--- config.mk ---
export PLATFORM = sky130hd
export DESIGN_NAME = clk_div_ctrl
export DESIGN_NICKNAME = d
export VERILOG_FILES = /design/src/rtl/clk_div_pkg.sv /design/src/rtl/half_period_timer.sv /design/src/rtl/clk_div_ctrl.sv
export SDC_FILE = /design/constraint.sdc
export NUM_CORES = 1
export LEC_CHECK = 0
export ABC_AREA = 1
export BUFFER_PORTS_ARGS = -buffer_cell sky130_fd_sc_hd__buf_2
export CAP_MARGIN = 20
export CELL_PAD_IN_SITES_DETAIL_PLACEMENT = 0
export CELL_PAD_IN_SITES_GLOBAL_PLACEMENT = 1
export CORE_MARGIN = 2
export CORE_UTILIZATION = 42
export DETAILED_ROUTE_END_ITERATION = 10
export PLACE_DENSITY = 0.81
export SLEW_MARGIN = 20
export SYNTH_ARGS = -nofsm -noshare
export SYNTH_HDL_FRONTEND = slang
export SYNTH_SLANG_ARGS = --single-unit
--- constraint.sdc ---
create_clock -name clk -period 4 [get_ports clk]
set_clock_uncertainty 0.1 [all_clocks]
set_input_delay 0.6 -clock clk [delete_from_list [all_inputs] [get_ports clk]]
set_output_delay 0.6 -clock clk [all_outputs]
set_load 0.03 [all_outputs]
--- src/rtl/clk_div_pkg.sv ---
// clk_div_pkg: shared types and defaults for the clock-division controller.
// Holds the FSM state encoding and the default widths / terminal count.
package clk_div_pkg;

  typedef enum logic [1:0] {
    IDLE  = 2'd0,
    RUN   = 2'd1,
    DRAIN = 2'd2
  } state_t;

  localparam int DIV_W_DEF   = 8;
  localparam int C2_MAX_DEF  = 3;
  localparam int C2_SIZE_DEF = 2;

endpackage

--- src/rtl/half_period_timer.sv ---
// half_period_timer: counts half periods of div_q+1 cycles and toggles clk_div.
// Ports: clk, reset (async low), run, div_q in; clk_div, tick, rise, fall out.
module half_period_timer #(
  parameter int DIV_W = 8
) (
  input  logic             clk,
  input  logic             reset,
  input  logic             run,
  input  logic [DIV_W-1:0] div_q,
  output logic             clk_div,
  output logic             tick,
  output logic             rise,
  output logic             fall
);

  logic [DIV_W-1:0] hcnt;
  logic             wrap;

  // rise/fall mark the cycle whose closing edge toggles clk_div
  assign wrap = run && (hcnt == div_q);
  assign rise = wrap && !clk_div;
  assign fall = wrap && clk_div;

  always_ff @(posedge clk or negedge reset) begin
    if (!reset) begin
      hcnt    <= '0;
      clk_div <= 1'b0;
      tick    <= 1'b0;
    end else if (!run) begin
      hcnt    <= '0;
      clk_div <= 1'b0;
      tick    <= 1'b0;
    end else begin
      tick <= rise;
      if (wrap) begin
        hcnt    <= '0;
        clk_div <= ~clk_div;
      end else begin
        hcnt <= hcnt + 1'b1;
      end
    end
  end

endmodule

--- src/rtl/clk_div_ctrl.sv ---
// clk_div_ctrl: start/stop sequencing of the divided enable and en_d.
// Ports: clk, reset, div_val, load, start, stop in; clk_div, en_d, tick,
// shadow_cnt, busy, done out (all registered).
module clk_div_ctrl
  import clk_div_pkg::*;
#(
  parameter int DIV_W   = DIV_W_DEF,
  parameter int C2_MAX  = C2_MAX_DEF,
  parameter int C2_SIZE = C2_SIZE_DEF
) (
  input  logic               clk,
  input  logic               reset,
  input  logic [DIV_W-1:0]   div_val,
  input  logic               load,
  input  logic               start,
  input  logic               stop,
  output logic               clk_div,
  output logic               en_d,
  output logic               tick,
  output logic [C2_SIZE-1:0] shadow_cnt,
  output logic               busy,
  output logic               done
);

  localparam logic [C2_SIZE-1:0] CMAX = C2_SIZE'(C2_MAX);
  localparam logic [C2_SIZE-1:0] ONE  = C2_SIZE'(1);

  state_t             state, state_d;
  logic [DIV_W-1:0]   div_q, div_q_d;
  logic [C2_SIZE-1:0] shadow_d;
  logic               en_d_d, busy_d, done_d;
  logic               seen, seen_d;
  logic               rise, fall;

  half_period_timer #(
    .DIV_W(DIV_W)
  ) u_tmr (
    .clk     (clk),
    .reset   (reset),
    .run     (busy),
    .div_q   (div_q),
    .clk_div (clk_div),
    .tick    (tick),
    .rise    (rise),
    .fall    (fall)
  );

  always_ff @(posedge clk or negedge reset) begin
    if (!reset) begin
      state      <= IDLE;
      div_q      <= '0;
      en_d       <= 1'b0;
      shadow_cnt <= '0;
      busy       <= 1'b0;
      done       <= 1'b0;
      seen       <= 1'b0;
    end else begin
      state      <= state_d;
      div_q      <= div_q_d;
      en_d       <= en_d_d;
      shadow_cnt <= shadow_d;
      busy       <= busy_d;
      done       <= done_d;
      seen       <= seen_d;
    end
  end

  always_comb begin
    state_d  = state;
    div_q_d  = div_q;
    en_d_d   = en_d;
    done_d   = 1'b0;
    seen_d   = seen;
    shadow_d = shadow_cnt;

    // mirror of the downstream counter, clocked by each clk_div rise
    if (rise) begin
      if (shadow_cnt == CMAX) shadow_d = ONE;
      else if (en_d)          shadow_d = shadow_cnt + 1'b1;
      else                    shadow_d = '0;
    end

    unique case (state)
      IDLE: begin
        if (load) div_q_d = div_val;
        if (start) begin
          state_d = RUN;
          en_d_d  = 1'b1;
        end
      end
      RUN: begin
        if (stop) begin
          state_d = DRAIN;
          en_d_d  = 1'b0;
          seen_d  = 1'b0;
        end
      end
      DRAIN: begin
        // one rise with en_d low clears downstream, then end on next fall
        if (rise) seen_d = 1'b1;
        if (seen && fall) begin
          state_d = IDLE;
          done_d  = 1'b1;
          seen_d  = 1'b0;
        end
      end
      default: state_d = IDLE;
    endcase

    busy_d = (state_d != IDLE);
  end

endmodule

### Yosys cells after proc, flatten, opt, wreduce, memory -nomap -nowiden

Index checks and enable logic that the tools add are counted.

* add/sub/neg operators: 2
* equal/unequal tests: 8
* muxes and demuxes: 19
* bitwise logic cells: 1
* reductions and logical operators: 12

Operators with widths (count)
* 8-bit 2-to-1 mux: 2
* 2-bit 2-to-1 mux: 5
* 1-bit 2-to-1 mux: 9
* 8-bit by 1-bit adder with 8-bit output, second input constant: 1
* 8-bit equality test: 1
* 2-bit one-hot mux with 3 select lines: 1
* 3-bit AND reduction: 2
* 2-bit nonzero test: 3
* 2-bit equality test, second input constant: 2
* 1-bit logical AND: 4
* 2-bit inequality test, second input constant: 2
* 1-bit one-hot mux with 2 select lines: 2
* 3-bit inequality test, second input constant: 1
* 2-bit by 1-bit adder with 2-bit output, second input constant: 1
* 2-bit by 1-bit equality test with 1-bit output, second input constant: 1
* 2-bit logical NOT: 1
* 2-bit by 1-bit inequality test with 1-bit output, second input constant: 1
* 2-bit AND reduction: 1
* 1-bit logical NOT: 1
* 1-bit NOT: 1

* register bits: 26
* word-level logic and storage cells: 52

### Depth between registers and ports, before layout

* word-level depth: 7
* gate-level depth with buffers: 11

### Modules after synthesis

Synthesis repeated with hierarchy kept, for this count alone.

* cell total of the unflattened synthesis: 182
* area total of the unflattened synthesis: 1362.6 µm²

Modules (own cells, without submodules)
* clk_div_ctrl: times used 1, cells an instance 76, area an instance 688.2 µm², seq. area each 400.4 µm²
* half_period_timer: times used 1, cells an instance 106, area an instance 674.4 µm², seq. area each 250.2 µm²

### Least setup slack after synthesis

OpenSTA, ideal clock, no wires.

* path type: input to register
* start point: input port load
* end point: register div_q[6]
* library setup time: 0.078 ns
* data arrival time: 1.179 ns
* setup slack: 2.643 ns
* stages: 4
* cells stage by stage: nand2_1 > clkbuf_1 > nor2_1 > a21oi_1

* cells in the longest elaborated chain, start to end: 1

Ends and longest elaborated chain
* start, declared: line clk_div_ctrl.sv:14 `input logic load,`
* 2-bit AND reduction (no line)
* end signal, assigned: line clk_div_ctrl.sv:59 `div_q <= div_q_d;`
* end, declared: line clk_div_ctrl.sv:29 `logic [DIV_W-1:0] div_q, div_q_d;`

Every way passes these cells.
A chain may end at the register's enable or synchronous reset.

### Final worst setup path

* start point: register shadow_cnt[0]
* end point: output port shadow_cnt[0]

RTL lines
* start, declared: line clk_div_ctrl.sv:20 `output logic [C2_SIZE-1:0] shadow_cnt,`
* start signal, assigned: line clk_div_ctrl.sv:61 `shadow_cnt <= shadow_d;`

No word-level cell between the ends.

==> impl_metrics.csv <==
group,metric,value,unit
route,drcViolationCount,0,
sta,fmax,0.5950,GHz
floorplanning,die_w,58.34,µm
cells_and_area,fin_area,1393,µm²
route,drt_pre_antenna_iters,4,
cells_and_area,multi_input_area,467.9,µm²
clock_network,cts_root_buf,"clkbuf_4",
global_routing,globalRoute.totalOverflow,0,
placement,io_buffers,19,
yosys,yosysTopAreaCellShare,0.5247,
cells_and_area,drive_above_1_share,0.1576,
cells_and_area,layout.nets,201,
setup_path,crit_slowest_cell,"dfrtp_1",
floorplanning,core,2781,µm²
sta,worst_pin_slew,0.5858,ns
global_routing,grt_max_degree,27,
yosys,yosys_register_bits,26,
route,ant_nets,0,
setup_path,r2r_end,"u_tmr.hcnt[2]$_DFF_PN0_",
clock_network,cts.clk_slew.worst_paths,0.14,ns
yosys,yosys-top-cells-area,"dfrtp_1 52%, nand2_1 15%, inv_1 8.5%",
cells_and_area,num-fill-cells,293,
cells_and_area,layout_commonest_cell,"nand2_1",
sta,drv_slew,0,
yosys,ys_seq_area_frac,0.5247,
clock_network,tritoncts,"built",
clock_network,htreeDepth,1,
setup_path,critPathMaxFanout,5,
clock_network,cts_made_buffers,3,
clock_network,post_cts_buffers,0,
route,via_per_inst,4.777,
setup_path,r2r_slack,2.47,ns
placement,gp_congestion,0.8500,
placement,hpwlAfterDp,1.817,mm
global_routing,antenna_found_initial,0,
setup_path,crit_buf_inv,1,
route,wire_per_inst,10.94,µm
clock_network,clk_latency,0.32,ns
yosys,ys_types,18,
yosys,yosysTopAreaCell,"dfrtp_1",
setup_path,cp.arrival,0.98,ns
clock_network,postCtsHoldBufs,0,
placement,dpl_cell_area,1370,µm²
sta,finalHoldViolCount,0,
yosys,ys_warn_count,0,
cells_and_area,insertedDiodeCount,0,
yosys,syn_inst,163,
clock_network,post_cts_resized,0,
setup_path,crit_path_end_kind,"primary output",
clock_network,clock_path_buffers,2,
setup_path,crit_cells,1,
cells_and_area,areaGrowthSynthToFinish,12.31,%
run_status,status,"finished, final reports clean",
floorplanning,die_area,3403,µm²
setup_path,crit_start,"shadow_cnt[0]$_DFFE_PN0P_",
setup_path,critical_path_class,"reg2out",
setup_path,reg2reg_depth,9,
setup_path,crit_end,"shadow_cnt[0]",
route,num_vias,1027,
setup_path,max_stage_delay,0.44,ns
floorplanning,num_io_pins,20,
cells_and_area,final_cell_mix,"50 x nand2_1, 28 x inv_1, 26 x dfrtp_1",
route,initialDrtViolationCount,27,
sta,relSlewSlack,0.6095,
cells_and_area,register_area,650.6,µm²
sta,setup_tns,0,ns
global_routing,grt_first_pass_wirelength,4.347,mm
route,wl,2.352,mm
sta,finalSetupViolCount,0,
sta,finalCriticalPeriod,1.681,ns
setup_path,crit_family,"flip-flops",
yosys,avgSynthCellArea,7.607,µm²
floorplanning,rows,19,
worst_hold_path,hold_class,"in2async",
sta,fin_crit_sh,0.4202,
floorplanning,start_util,0.4458,
yosys,syn_nets,178,
power,total_leakage_power,0.8183,nW
floorplanning,die_h,58.34,µm
yosys,synth_area,1240,µm²
setup_path,start_kind,"flip-flop",
power,cellPowerDensity,277.4,nW/µm²
global_routing,grt_pass1_vias,1074,
job,max-cap-violations,0,
global_routing,track_usage,0.1658,
power,peakVddDrop,0.1987,mV
cells_and_area,final_core_util,0.5007,
setup_path,path_cells,"buf_2",
sta,rsz0062_at_grt,"false",
power,p_total,0.3862,mW
clock_network,cts_sinks,26,
setup_path,cp.required,3.30,ns
setup_path,r2r-start,"u_tmr.hcnt[4]$_DFF_PN0_",
per-stage QoR:
step           setup slack, ns  hold WS (ns)  std cells
2_1_floorplan            2.643        0.2044        163
3_3_place_gp             2.485        0.4195        212
3_5_place_dp             2.462        0.4185        212
4_1_cts                  2.294        0.1796        215
5_1_grt                  2.248        0.1911        215
6_report                 2.319        0.1551        215
cells by family (layout without fill, tap and decap cells):
group | after synthesis | after routing | synth area share
AOI/OAI and AO/OA | 15 | 15 | 0.06256
xor gates and xnor gates | 1 | 1 | 0.007065
adders and majority gates | 2 | 2 | 0.02018
buffers and inverters | 32 | 53 | 0.09788
DFF | 26 | 26 | 0.5247
and+or+nand+nor | 87 | 87 | 0.2876
cell type report:
class                   count  share of cell area
well taps                  31             0.02785
flip-flops and latches     26              0.4672
inverters                  31             0.08446
multi-input cells         105              0.3360
clock buffers               3             0.01617
repair buffers             19             0.06828
how the worst min path moves through the flow:
| stage | start | depth (start not counted) | slack, ns | to |
|---|---|---|---|---|
| floorplan | reset | 0 | 0.20 | busy$_DFF_PN0_ |
| global placement | u_tmr.hcnt[0]$_DFF_PN0_ | 1 | 0.42 | u_tmr.hcnt[0]$_DFF_PN0_ |
| detailed placement | u_tmr.hcnt[0]$_DFF_PN0_ | 1 | 0.42 | u_tmr.hcnt[0]$_DFF_PN0_ |
| CTS | reset | 1 | 0.18 | div_q[3]$_DFFE_PN0P_ |
| global route | reset | 1 | 0.19 | div_q[4]$_DFFE_PN0P_ |
| finish | reset | 1 | 0.16 | div_q[3]$_DFFE_PN0P_ |
cells in the mapped netlist:
cell,instances
nand2_2,1
o21ai_0,5
nor3_1,3
nand4_1,2
xor2_1,1
nand2_1,50
inv_2,2
clkbuf_1,1
nand3_1,3
o31ai_1,1
inv_1,28
nor2_2,1
nor2_1,25
dfrtp_1,26
ha_1,2
nand3_2,2
a21oi_1,9
clkinv_2,1
where the power goes:
group / switching, mW / total, mW / internal, mW
clock: 0.0742 / 0.109 / 0.0352
combinational: 0.00827 / 0.0131 / 0.00478
sequential: 0.000368 / 0.264 / 0.263
total: 0.0829 / 0.386 / 0.303
flip-flops by register name, summed over array words and instances (netlist names):
signal         flops
u_tmr.hcnt         8
busy               1
u_tmr.clk_div      1
seen               1
en_d               1
state              2
done               1
shadow_cnt         2
div_q              8
u_tmr.tick         1
per-layer routing:
layer  part of all wire  global-route usage  wire length [µm]  vias to the layer above
met5                  0                   0                 0                        -
met4             0.0068             0.05980                16                        0
met3              0.032             0.02198                76                        2
met2               0.52              0.3082              1228                       13
met1               0.44              0.1934              1031                      476
li1                   -                   -                 -                      536
(Power assumes the default switching activity.)
